===== config.mk =====
export PLATFORM = sky130hd
export DESIGN_NAME = fetch_ctrl
export DESIGN_NICKNAME = d
export VERILOG_FILES = /design/src/rtl/fetch_ctrl.sv
export SDC_FILE = /design/constraint.sdc
export NUM_CORES = 1
export LEC_CHECK = 0
export ABC_AREA = 1
export CORE_MARGIN = 10
export CORE_UTILIZATION = 30
export CTS_BUF_LIST = sky130_fd_sc_hd__clkbuf_2 sky130_fd_sc_hd__clkbuf_4 sky130_fd_sc_hd__clkbuf_8
export DETAILED_ROUTE_END_ITERATION = 10
export PLACE_DENSITY = 0.57
export SLEW_MARGIN = 20
export SYNTH_ARGS = -nofsm -noshare
export SYNTH_HDL_FRONTEND = slang
export SYNTH_SLANG_ARGS = --single-unit
export TNS_END_PERCENT = 1

===== constraint.sdc =====
create_clock -name clk -period 3.3 [get_ports clk]
set_input_delay 0.99 -clock clk [delete_from_list [all_inputs] [get_ports clk]]
set_output_delay 0.99 -clock clk [all_outputs]
set_load 0.02 [all_outputs]

===== src/rtl/fetch_ctrl.sv =====
// fetch_ctrl: single-outstanding instruction fetch controller with a one-entry
// output register and redirect handling (FETCH / WAIT / DRAIN).
// Optional build macro FETCH_CTRL_PERF_EN adds perf_fetched / perf_stall counters.
module fetch_ctrl #(
    parameter logic [31:0] RESET_PC = 32'h0000_0000
) (
    input  logic        clk,
    input  logic        reset,
    input  logic        redirect,
    input  logic [31:0] redirect_pc,
    output logic        imem_req,
    output logic [31:0] imem_addr,
    input  logic        imem_ack,
    input  logic [31:0] imem_rdata,
    output logic        instr_valid,
    input  logic        instr_ready,
    output logic [31:0] instr,
    output logic [31:0] instr_pc
`ifdef FETCH_CTRL_PERF_EN
    ,
    output logic [31:0] perf_fetched,
    output logic [31:0] perf_stall
`endif
);

    typedef enum logic [1:0] {StFetch, StWait, StDrain} state_e;

    state_e      r_state;
    logic [31:0] r_pc;        // address currently presented to memory
    logic [31:0] r_redir_pc;  // redirect target parked while a stale request drains
    logic        r_valid;
    logic [31:0] r_instr;
    logic [31:0] r_instr_pc;

    logic        w_slot_free;
    logic        w_req;
    logic        w_ack;
    logic        w_load;
    logic        w_xfer;
    logic [31:0] w_redir_tgt;
    logic [31:0] w_reset_pc;
    logic [31:0] w_pc_inc;

    assign w_slot_free = !r_valid || instr_ready;
    assign w_ack       = w_req && imem_ack;
    // Data acked in DRAIN or alongside a redirect belongs to a stale stream.
    assign w_load      = w_ack && !redirect && (r_state != StDrain);
    assign w_xfer      = r_valid && instr_ready;
    // Masking keeps every input bit used while forcing word alignment.
    assign w_redir_tgt = redirect_pc & 32'hFFFF_FFFC;
    assign w_reset_pc  = RESET_PC & 32'hFFFF_FFFC;
    assign w_pc_inc    = r_pc + 32'd4;

    // Request generation: FETCH only asks when the output slot can take data.
    always_comb begin
        w_req = 1'b1;
        if (r_state == StFetch) begin
            w_req = w_slot_free;
        end
        if (reset) begin
            w_req = 1'b0;
        end
    end

    // FSM, fetch PC and output register; redirect takes priority over normal flow.
    always_ff @(posedge clk) begin
        if (reset) begin
            r_state    <= StFetch;
            r_pc       <= w_reset_pc;
            r_redir_pc <= w_reset_pc;
            r_valid    <= 1'b0;
            r_instr    <= 32'h0;
            r_instr_pc <= 32'h0;
        end else begin
            if (w_load) begin
                r_instr    <= imem_rdata;
                r_instr_pc <= r_pc;
                r_valid    <= 1'b1;
            end else if (redirect || w_xfer) begin
                r_valid <= 1'b0;
            end

            if (redirect) begin
                r_redir_pc <= w_redir_tgt;
                if (w_req && !imem_ack) begin
                    // Keep the stale address on the bus until its ack arrives.
                    r_state <= StDrain;
                end else begin
                    r_state <= StFetch;
                    r_pc    <= w_redir_tgt;
                end
            end else begin
                unique case (r_state)
                    StFetch: begin
                        if (w_ack) begin
                            r_pc <= w_pc_inc;
                        end else if (w_req) begin
                            r_state <= StWait;
                        end
                    end
                    StWait: begin
                        if (w_ack) begin
                            r_pc    <= w_pc_inc;
                            r_state <= StFetch;
                        end
                    end
                    StDrain: begin
                        if (w_ack) begin
                            r_pc    <= r_redir_pc;
                            r_state <= StFetch;
                        end
                    end
                    default: r_state <= StFetch;
                endcase
            end
        end
    end

`ifdef FETCH_CTRL_PERF_EN
    logic [31:0] r_perf_fetched;
    logic [31:0] r_perf_stall;

    // Event counters: delivered instructions and cycles spent waiting on memory.
    always_ff @(posedge clk) begin
        if (reset) begin
            r_perf_fetched <= 32'h0;
            r_perf_stall   <= 32'h0;
        end else begin
            if (w_xfer) begin
                r_perf_fetched <= r_perf_fetched + 32'd1;
            end
            if (w_req && !imem_ack) begin
                r_perf_stall <= r_perf_stall + 32'd1;
            end
        end
    end

    assign perf_fetched = r_perf_fetched;
    assign perf_stall   = r_perf_stall;
`endif

    assign imem_req    = w_req;
    assign imem_addr   = r_pc;
    assign instr_valid = r_valid;
    assign instr       = r_instr;
    assign instr_pc    = r_instr_pc;

endmodule

# Word-level counts from Yosys, hierarchy flattened
# Index checks and enable logic that the tools add are counted.
dict set report totals {
  in_bits 69
  reg_bits 129
  latch_bits 0
  romBits 0
  mem_bits_rw 0
  out_inout_bits 98
  n_memories 0
  word_cells 48
}
dict set report classes {
  n_shift 0
  n_addsub 1
  order_cmp 0
  reduce_logical 17
  div 0
  bitwise 0
  n_mul 0
  mux 15
  n_eq_ne 9
}
# op n
set ops {}
lappend ops {{$mux W32} 4}
lappend ops {{$pmux W32 S2} 1}
lappend ops {{$add A32 B3 Y32 const B} 1}
lappend ops {{$mux W2} 5}
lappend ops {{$ne A3 B3 Y1 const B} 3}
lappend ops {{$ne A3 B1 Y1 const B} 2}
lappend ops {{$logic_and A1 B1 Y1} 5}
lappend ops {{$mux W1} 4}
lappend ops {{$ne A2 B2 Y1 const B} 2}
lappend ops {{$pmux W2 S2} 1}
lappend ops {{$reduce_and A4 Y1} 1}
lappend ops {{$reduce_or A2 Y1} 2}
lappend ops {{$logic_not A1 Y1} 3}
lappend ops {{$reduce_and A3 Y1} 1}
lappend ops {{$reduce_bool A3 Y1} 1}
lappend ops {{$eq A2 B1 Y1 const B} 1}
lappend ops {{$eq A2 B2 Y1 const B} 1}
lappend ops {{$logic_not A2 Y1} 1}
lappend ops {{$logic_or A1 B1 Y1} 2}
lappend ops {{$reduce_bool A2 Y1} 1}

# Depth between registers and ports, before layout
# Gate-level depths: netlist (run 1).
dict set report depth {
  word_depth 8
  mapped_depth 13
  mapped_depth_nobuf 12
}

# Worst setup path before layout (run 1)
# Ideal clock, no wire load.
dict set report synth_timing {
  kind {input-to-output}
  start {input instr_ready}
  end {output imem_req}
  required_time_ns 2.310
  cell_stages 4
  slack_ns 1.028
  arrival_time_ns 1.282
  n_path_buf 0
  cell_sequence {inv_1 nand3_1 nand2_1 inv_2}
}
dict set report synth_via {
  elab_chain_len 3
}
# item line
set synth_lines {}
lappend synth_lines {{start: declaration} 16} ;# input logic instr_ready,
lappend synth_lines {{$logic_or A1 B1 Y1} 44} ;# assign w_slot_free = !r_valid || instr_ready;
lappend synth_lines {{$mux W1} 57} ;# if (r_state == StFetch) begin
lappend synth_lines {{$mux W1} 60} ;# if (reset) begin
lappend synth_lines {{end: declaration} 11} ;# output logic imem_req,
# No other way between the ends.

# Worst setup path in the final report (run 1)
# Ends and elaborated chain as after synthesis.

==> metrics.yaml, run 1 <==
outcome:
  status: "completed"
route:
  first_pass_iters: 4
  wl_um: 19700
  drtIter0Drc: 352
  vias_per_cell: 4.48
  ant_nets: 0
  drc: 0
  vias: 5928
  avgRoutedWirePerCell_um: 14.9
finish:
  fill_cells: 2082
  regArea_sq_mm: 0.00250
  areaGrowthSynthToFinish_pct: 37.0
  diodes: 0
  multiInputGateArea_sq_mm: 0.00286
  postLayoutCoreUtil: 0.419
  drive_gt1_frac: 0.0737
  nets: 1118
worst_setup_path:
  crit_fanout: 2
  endpoint: "imem_req"
  rr_endpoint: "imem_addr[13]$_SDFFE_PP0P_"
  rr_worst_depth: 14
  critical_path_arrival_ns: 2.04
  critPathLaunchType: "input pin"
  crit_required_ns: 2.31
  timing.rr.start: "r_state[0]$_SDFFE_PP0P_"
  worst_setup_path_end_kind: "primary output"
  rrSetupSlack_ns: 1.15
  crit_type: "in2out"
  critPathLaunch: "instr_ready"
clock_tree:
  root_buffer: "clkbuf_8"
  clk_pin_slew_worst_paths_ns: 0.08
  cts_tree: "built"
  insertion_delay_ns: 0.46
  cts_sinks: 125
  ctsHoldBuffers: 0
  clockBufferDepth: 2
  htreeDepth: 4
  cts-buffers-inserted: 17
place:
  gp_congestion: 0.803
  dp_hpwl_um: 13800
  port_buffers: 160
  pre_cts_slack_ns: -0.0126
pwr:
  vdd_drop_max_uv: 237
  leakage_uw: 0.00332
  power.density_mw_per_mm2: 466
timing:
  timing.final.hold_violations: 0
  fin_setup_tns_ns: 0
  report.final.slew_viol_count: 0
  fin_ws_ns: 0.265
  finalCritPeriodShare: 0.920
  min_period_ns: 3.03
  whs_ns: 0.446
  setup_viol: 0
  max_freq_mhz: 329
  worstMarginPinSlew_ns: 0.762
  rsz0062_at_grt: "no"
  skew_ns: 0.0152
  relSlewSlack: 0.492
hold_path:
  hold_class: "reg2reg"
global_route:
  grt_max_degree: 65
  grt_overflow: 0
  grt_pass1_vias: 5728
  grt_pass1_wl_um: 32000
  grt_usage: 0.153
  antenna_found_initial: 0
synth:
  synth_top_area_frac: 0.421
  netlist_area_sq_mm: 0.00595
  postSynthCellCount: 900
  async_flop_share: 0
  synthDistinctLibCells: 27
  synthTopCellsByCount: "nand2_1 (226), nor2_1 (126), dfxtp_1 (125)"
  synth-seq-area-share: 0.421
  synth-main-ff-cell: "dfxtp_1"
  ys_ff_latch: 125
  avgSynthCellArea_sq_um: 6.61
  post-synth-top-count-cell: "nand2_1"
  synth_edf_count: 0
  synth_area_leaders: "dfxtp_1 (42%), nand2_1 (14%), a21oi_1 (10%), nor2_1 (7.9%), o21ai_0 (6.0%)"
  ys_warn_count: 0
  post-synth-top-area-cell: "dfxtp_1"
floorplanning:
  start_util: 0.306
  dieHeight_um: 161
  dieArea_sq_mm: 0.0259
  die_w_um: 161
  io_pins: 167
  core_area_sq_mm: 0.0195
  num_rows: 51
run:
  max_cap_violations: 0
==> kinds of logic after synthesis <==
logic type	Yosys count	synth area share
and+or+nand+nor	414	0.290
AOI/OAI and AO/OA	208	0.177
buffers and inverters	147	0.102
DFF	125	0.421
adders and majority gates	4	0.00841
xor gates and xnor gates	1	0.00147
other	1	0.000630
==> stage by stage <==
step           cell area, sq um  std cells  total power (uW)
2_1_floorplan              5960        903              2190
3_3_place_gp               7780       1291              2540
3_5_place_dp               7780       1291              2550
4_1_cts                    8160       1323              3860
5_1_grt                    8160       1323              4040
6_report                   8160       1323              3800
==> power breakdown <==
part           switching [uW]  total, uW  internal [uW]
clock network             690       1290            602
logic                     461        806            345
registers                91.7       1700           1610
total                    1240       3800           2550
==> sequential cells by signal, summed over array words and instances (netlist names) <==
signal,flops
r_state,2
instr,32
instr_valid,1
imem_addr,30
instr_pc,30
r_redir_pc,30
==> timing repair <==
item / in CTS / in global routing
resized for setup: 1 / 0
setup endpoints to repair: 1 / 0
setup buffers: 0 / 0
==> critical path, stage by stage <==
cell	delay, ns
clkdlybuf4s50_1	0.45
inv_1	0.05
nand3_1	0.08
nand2_1	0.09
inv_2	0.06
dlygate4sd2_1	0.33
==> routing by layer <==
metal,vias up,track usage,routed length [um]
li1,3138,-,-
met1,2637,0.203,9440
met2,144,0.232,8830
met3,9,0.0524,1310
met4,0,0.0430,110
met5,-,0,0
==> layout make-up <==
class / count / share of cell area
multi-input cells: 631 / 0.350
flip-flops and latches: 125 / 0.307
repair buffers: 173 / 0.212
inverters: 97 / 0.0446
well taps: 265 / 0.0407
clock buffers: 17 / 0.0287
clock inverters: 15 / 0.0172
==> worst min-delay path by stage <==
| stage | startpoint | endpoint | slack [ns] | cells after the start |
|---|---|---|---|---|
| 2_1_floorplan | r_redir_pc[2]$_SDFFE_PP0P_ | r_redir_pc[2]$_SDFFE_PP0P_ | 0.44 | 2 |
| 5_1_grt | instr[28]$_SDFFE_PP0P_ | instr[28]$_SDFFE_PP0P_ | 0.46 | 2 |
| 3_3_place_gp | instr[19]$_SDFFE_PP0P_ | instr[19]$_SDFFE_PP0P_ | 0.43 | 2 |
| 4_1_cts | instr[2]$_SDFFE_PP0P_ | instr[2]$_SDFFE_PP0P_ | 0.45 | 2 |
| 3_5_place_dp | instr[2]$_SDFFE_PP0P_ | instr[2]$_SDFFE_PP0P_ | 0.44 | 2 |
| 6_report | instr[27]$_SDFFE_PP0P_ | instr[27]$_SDFFE_PP0P_ | 0.45 | 2 |
==> cell usage in the layout (no fill, tap or decap), drive strengths merged, types with 7 or more instances in the layout <==
| cell type | instances |
|---|---|
| clkinvlp | 7 |
| nand2 | 235 |
| a21oi | 123 |
| nand3 | 40 |
| inv | 101 |
| clkdlybuf4s50 | 157 |
| nor2 | 137 |
| dfxtp | 125 |
| o21ai | 83 |
| buf | 15 |
| clkbuf | 17 |
Note: power is estimated with default switching activity, not from simulation.
==> run 2, diff against run 1 <==
--- a/config.mk
+++ b/config.mk
@@ -11,6 +11,7 @@
 export CTS_BUF_LIST = sky130_fd_sc_hd__clkbuf_2 sky130_fd_sc_hd__clkbuf_4 sky130_fd_sc_hd__clkbuf_8
 export DETAILED_ROUTE_END_ITERATION = 10
 export PLACE_DENSITY = 0.57
+export SKIP_CTS_REPAIR_TIMING = 1
 export SLEW_MARGIN = 20
 export SYNTH_ARGS = -nofsm -noshare
 export SYNTH_HDL_FRONTEND = slang
==> run 2 against run 1 <==
Effect of this change:
- cell count unchanged
- utilization about the same
- routed wire length about the same
- die area unchanged
- clock-buffer cell count unchanged
- clock skew unchanged
- sequential share of layout area about the same
- register-to-register slack about the same
- first-iteration DRC count unchanged
- global-route usage unchanged
- via count unchanged
==> metrics.yaml, run 2 (synthesized netlist as in run 1, its figures left out) <==
worst_setup_path:
  rr_endpoint: "imem_addr[13]$_SDFFE_PP0P_"
  timing.rr.start: "r_state[0]$_SDFFE_PP0P_"
  rrSetupSlack_ns: 1.15  # about the same
  critPathLaunchType: "input pin"
  crit_fanout: 2  # unchanged
  endpoint: "imem_req"
  critPathLaunch: "instr_ready"
  worst_setup_path_end_kind: "primary output"
  rr_worst_depth: 14  # unchanged
  crit_required_ns: 2.31  # about the same
  crit_type: "in2out"
  critical_path_arrival_ns: 1.94  # -0.10 ns
timing:
  worstMarginPinSlew_ns: 0.762  # unchanged
  setup_viol: 0  # unchanged
  whs_ns: 0.446  # unchanged
  timing.final.hold_violations: 0  # unchanged
  fin_setup_tns_ns: 0  # unchanged
  finalCritPeriodShare: 0.887  # -0.0329
  fin_ws_ns: 0.373  # +0.108 ns
  relSlewSlack: 0.492  # unchanged
  skew_ns: 0.0152  # unchanged
  report.final.slew_viol_count: 0  # unchanged
  max_freq_mhz: 342  # +3.7%
  min_period_ns: 2.93  # -0.108 ns
  rsz0062_at_grt: "no"
finish:
  diodes: 0  # unchanged
  largest_reg_flops: 32  # unchanged
  areaGrowthSynthToFinish_pct: 37.1  # about the same
  layout_common_cells: "nand2_1 (226), clkdlybuf4s50_1 (157), nor2_1 (126)"
  final_common_cell: "nand2_1"
  instances_no_fill: 1323  # unchanged
  nets: 1118  # unchanged
  fill_cells: 2082  # unchanged
  drive_gt1_frac: 0.0737  # unchanged
  postLayoutCoreUtil: 0.419  # about the same
  regArea_sq_mm: 0.00250  # unchanged
  multiInputGateArea_sq_mm: 0.00286  # unchanged
outcome:
  status: "completed"
place:
  port_buffers: 160  # unchanged
  gp_congestion: 0.803  # unchanged
  pre_cts_slack_ns: -0.0126  # unchanged
  dp_hpwl_um: 13800  # unchanged
  placedCellCount: 1291  # unchanged
global_route:
  grt_usage: 0.153  # unchanged
  grt_overflow: 0  # unchanged
  grt_pass1_wl_um: 32000  # unchanged
  antenna_found_initial: 0  # unchanged
  grt_pass1_vias: 5728  # unchanged
  grt_max_degree: 65  # unchanged
route:
  first_pass_iters: 4  # unchanged
  avgRoutedWirePerCell_um: 14.9  # about the same
  drtIter0Drc: 352  # unchanged
  wl_um: 19700  # about the same
  met2_length_um: 8830  # unchanged
  highest_layer: "met4"
  wl_met3_um: 1310  # unchanged
  ant_nets: 0  # unchanged
  vias: 5928  # unchanged
  wl_met1_um: 9440  # about the same
  vias_per_cell: 4.48  # unchanged
  drc: 0  # unchanged
floorplanning:
  io_pins: 167  # unchanged
  dieArea_sq_mm: 0.0259  # unchanged
  core_area_sq_mm: 0.0195  # unchanged
  die_w_um: 161  # unchanged
  start_util: 0.306  # unchanged
  dieHeight_um: 161  # unchanged
  num_rows: 51  # unchanged
clock_tree:
  htreeDepth: 4  # unchanged
  cts_sinks: 125  # unchanged
  insertion_delay_ns: 0.46  # about the same
  clockBufferDepth: 2  # unchanged
  clk_pin_slew_worst_paths_ns: 0.08  # about the same
  root_buffer: "clkbuf_8"
  cts_tree: "built"
  cts-buffers-inserted: 17  # unchanged
run:
  max_cap_violations: 0  # unchanged
pwr:
  power.density_mw_per_mm2: 465  # about the same
  leakage_uw: 0.00333  # +0.24%
  vdd_drop_max_uv: 237  # unchanged
hold_path:
  hold_class: "reg2reg"
==> run 2: cell count changes in the layout (fill, tap and decap cells not counted) <==
cell            change
dlygate4sd2_1       -1
dlymetal6s2s_1      +1
==> run 2: layer usage <==
metal,up-vias,global-route usage
li1,3138,-
met1,2637,0.203
met2,144,0.232
met3,9,0.0524
met4,0,0.0430
met5,-,0
==> run 2: worst max-delay path: stages <==
cell             delay (ns)
clkdlybuf4s50_1        0.45
inv_1                  0.05
nand3_1                0.08
nand2_1                0.09
inv_2                  0.06
dlymetal6s2s_1         0.22
==> run 2: how the worst min path moves through the flow <==
stage	cells after the start	end	start
after floorplan	2	r_redir_pc[2]$_SDFFE_PP0P_	r_redir_pc[2]$_SDFFE_PP0P_
after global placement	2	instr[19]$_SDFFE_PP0P_	instr[19]$_SDFFE_PP0P_
after detailed placement	2	instr[2]$_SDFFE_PP0P_	instr[2]$_SDFFE_PP0P_
after CTS	2	instr[2]$_SDFFE_PP0P_	instr[2]$_SDFFE_PP0P_
after global routing	2	instr[28]$_SDFFE_PP0P_	instr[28]$_SDFFE_PP0P_
final	2	instr[27]$_SDFFE_PP0P_	instr[27]$_SDFFE_PP0P_
==> run 2: area by class of cell <==
class,instances,area share
Clock buffer,17,0.0287
Clock inverter,15,0.0172
Inverter,97,0.0446
Multi-Input combinational cell,631,0.350
Sequential cell,125,0.307
Tap cell,265,0.0406
Timing Repair Buffer,173,0.212
==> run 2: per-stage QoR <==
step / area, sq um / total power (uW)
global placement: 7780 / 2540
finish: 8160 / 3800
detailed placement: 7780 / 2550
CTS: 8160 / 3860
floorplan: 5960 / 2190
global route: 8160 / 4040
==> run 2: power breakdown <==
group	switching, uW	total, uW	leakage, uW	internal (uW)
Sequential	91.7	1700	0.00102	1610
Combinational	461	806	0.00213	345
Clock	690	1290	0.000168	602
==> run 3, diff against run 2 <==
--- a/config.mk
+++ b/config.mk
@@ -7,10 +7,11 @@
 export LEC_CHECK = 0
 export ABC_AREA = 1
 export CORE_MARGIN = 10
-export CORE_UTILIZATION = 30
+export CORE_UTILIZATION = 54
 export CTS_BUF_LIST = sky130_fd_sc_hd__clkbuf_2 sky130_fd_sc_hd__clkbuf_4 sky130_fd_sc_hd__clkbuf_8
 export DETAILED_ROUTE_END_ITERATION = 10
-export PLACE_DENSITY = 0.57
+export GPL_TIMING_DRIVEN = 0
+export PLACE_DENSITY = 0.92
 export SKIP_CTS_REPAIR_TIMING = 1
 export SLEW_MARGIN = 20
 export SYNTH_ARGS = -nofsm -noshare
==> run 3 against run 2 <==
Effect of this change:
- via count up 12%
- combinational power rose by 4.6%
- maximum frequency down 3.7%
- cell count is 6.7% lower
- clock skew is 0.0036 ns lower
- total power is 1.6% higher
- global-route usage is 9.5 points higher
- cell area decreased by 0.49%
- critical path depth fell by 1
- register-to-register slack gained 0.07 ns
- clock-buffer cell count rose by 6
- largest power group unchanged
- highest routed layer unchanged
==> metrics.yaml, run 3 (synthesized netlist as in run 1, its figures left out) <==
outcome:
  status: "completed"
hold_path:
  hold_class: "reg2reg"
  holdPathEnd: "instr[17]$_SDFFE_PP0P_"
  hold_depth: 2  # unchanged
  min_from: "instr[17]$_SDFFE_PP0P_"
floorplanning:
  start_util: 0.551  # +0.246
  io_pins: 167  # unchanged
  dieHeight_um: 125  # -22%
  die_w_um: 125  # -22%
  core_area_sq_mm: 0.0108  # -45%
  num_rows: 38  # -25%
  dieArea_sq_mm: 0.0156  # -40%
timing:
  skew_ns: 0.0117  # -0.00355 ns
  whs_ns: 0.443  # -0.00315 ns
  finalCritPeriodShare: 0.921  # +0.0338
  rsz0062_at_grt: "no"
  max_freq_mhz: 329  # -3.7%
  timing.final.hold_violations: 0  # unchanged
  relSlewSlack: 0.563  # +0.0708
  fin_setup_tns_ns: 0  # unchanged
  setup_viol: 0  # unchanged
  min_period_ns: 3.04  # +0.111 ns
  report.final.slew_viol_count: 0  # unchanged
  worstMarginPinSlew_ns: 0.656  # -0.106 ns
worst_setup_path:
  timing.rr.start: "r_state[0]$_SDFFE_PP0P_"
  critPathLaunchType: "input pin"
  crit_fanout: 9  # +7
  crit_required_ns: 2.31  # about the same
  rrSetupSlack_ns: 1.22  # +0.07 ns
  rr_endpoint: "instr_pc[31]$_SDFFE_PP0P_"
  crit_type: "in2out"
  worst_setup_path_end_kind: "primary output"
  critical_path_arrival_ns: 2.05  # +0.11 ns
  rr_worst_depth: 9  # -5
clock_tree:
  root_buffer: "clkbuf_8"
  clk_pin_slew_worst_paths_ns: 0.07  # about the same
  insertion_delay_ns: 0.45  # about the same
  cts_sinks: 125  # unchanged
  htreeDepth: 4  # unchanged
  cts-buffers-inserted: 17  # unchanged
  clockBufferDepth: 2  # unchanged
  cts_tree: "built"
run:
  max_cap_violations: 0  # unchanged
finish:
  drive_gt1_frac: 0.0750  # +0.00123
  finalInstanceArea_sq_mm: 0.00812  # -0.49%
  final_common_cell: "nand2_1"
  layout_common_cells: "nand2_1 (226), clkdlybuf4s50_1 (159), nor2_1 (126)"
  nets: 1155  # +3.3%
  postLayoutCoreUtil: 0.752  # +0.333
  instances_no_fill: 1234  # -6.7%
  areaGrowthSynthToFinish_pct: 36.4
  diodes: 0  # unchanged
  largest_reg_flops: 32  # unchanged
global_route:
  grt_pass1_vias: 6343  # +11%
  grt_usage: 0.248  # +0.0948
  grt_overflow: 0  # unchanged
  grt_pass1_wl_um: 32100  # +0.34%
  antenna_found_initial: 0  # unchanged
  grt_max_degree: 17  # -74%
route:
  vias_per_cell: 5.36  # +20%
  ant_nets: 0  # unchanged
  drtIter0Drc: 800  # +130%
  drc: 0  # unchanged
  vias: 6616  # +12%
  avgRoutedWirePerCell_um: 16.3  # +9.6%
  first_pass_iters: 6  # +2
  wl_um: 20100  # +2.2%
pwr:
  p_sw_frac: 0.304  # -0.0230
  leakage_uw: 0.00340  # +2.3%
  p_sw_uw: 1170  # -5.5%
  p_clk_frac: 0.340  # about the same
  share_comb_of_total_power: 0.219  # +0.007
  vdd_drop_max_uv: 357  # +51%
  sequentialPowerShare: 0.441  # -0.007
  power.internal_uw: 2680  # +5.1%
  power.density_mw_per_mm2: 475  # +2.1%
place:
  placedCellCount: 1203  # -6.8%
  port_buffers: 160  # unchanged
  gp_congestion: 0.980  # +22%
  dp_hpwl_um: 15000  # +8.7%
  dpl_cell_area_sq_mm: 0.00774  # -0.56%
## run 3: changes by cell type in the layout (fill, tap and decap cells not counted), sizes merged
| cell | before | now |
|---|---|---|
| buf | 15 | 26 |
| bufinv | 1 | 2 |
| clkbuf | 17 | 47 |
| clkdlybuf4s50 | 157 | 159 |
| clkinv | 3 | 5 |
| clkinvlp | 7 | 1 |
| inv | 101 | 97 |
## run 3: worst max-delay path by stage
stage                     slack, ns  depth (start not counted)  endpoint         from
after CTS                     -0.12                          5  imem_req        reset
after detailed placement      -0.12                          5  imem_req        reset
final                          0.26                          5  imem_req        reset
after floorplan                1.03                          4  imem_req  instr_ready
after global placement        -0.11                          5  imem_req        reset
after global routing           0.24                          5  imem_req        reset
## run 3: routing by layer
layer,global-route usage,routed length (um),up-vias
met4,0.121,733,0
met2,0.405,9470,361
met1,0.290,7910,2990
met5,0,0,-
met3,0.0769,2010,61
li1,-,-,3204
## run 3: cell type report
class / count / area, sq um
plain buffers: 50 / 245
clock buffers: 23 / 285
clock inverters: 8 / 92.6
fillers: 828 / 2670
inverters: 97 / 364
multi-input cells: 631 / 2850
flip-flops and latches: 125 / 2500
well taps: 140 / 175
repair buffers: 160 / 1600
## run 3: critical path: stages
cell             delay [ns]
clkdlybuf4s50_1        0.44
inv_2                  0.19
nand2_1                0.12
inv_2                  0.07
dlymetal6s2s_1         0.24
## run 3: power groups by stage
stage / combinational [uW] / clock, uW / sequential (uW)
detailed placement: 827 / 0 / 1730
global placement: 811 / 0 / 1730
floorplan: 378 / 0 / 1810
CTS: 836 / 1320 / 1700
global route: 922 / 1390 / 1710
finish: 843 / 1310 / 1700
## run 3: stage by stage
step	setup slack, ns	power, uW
5_1_grt	0.244	4020
2_1_floorplan	1.03	2190
3_5_place_dp	-0.120	2560
4_1_cts	-0.125	3850
6_report	0.262	3860
3_3_place_gp	-0.108	2540
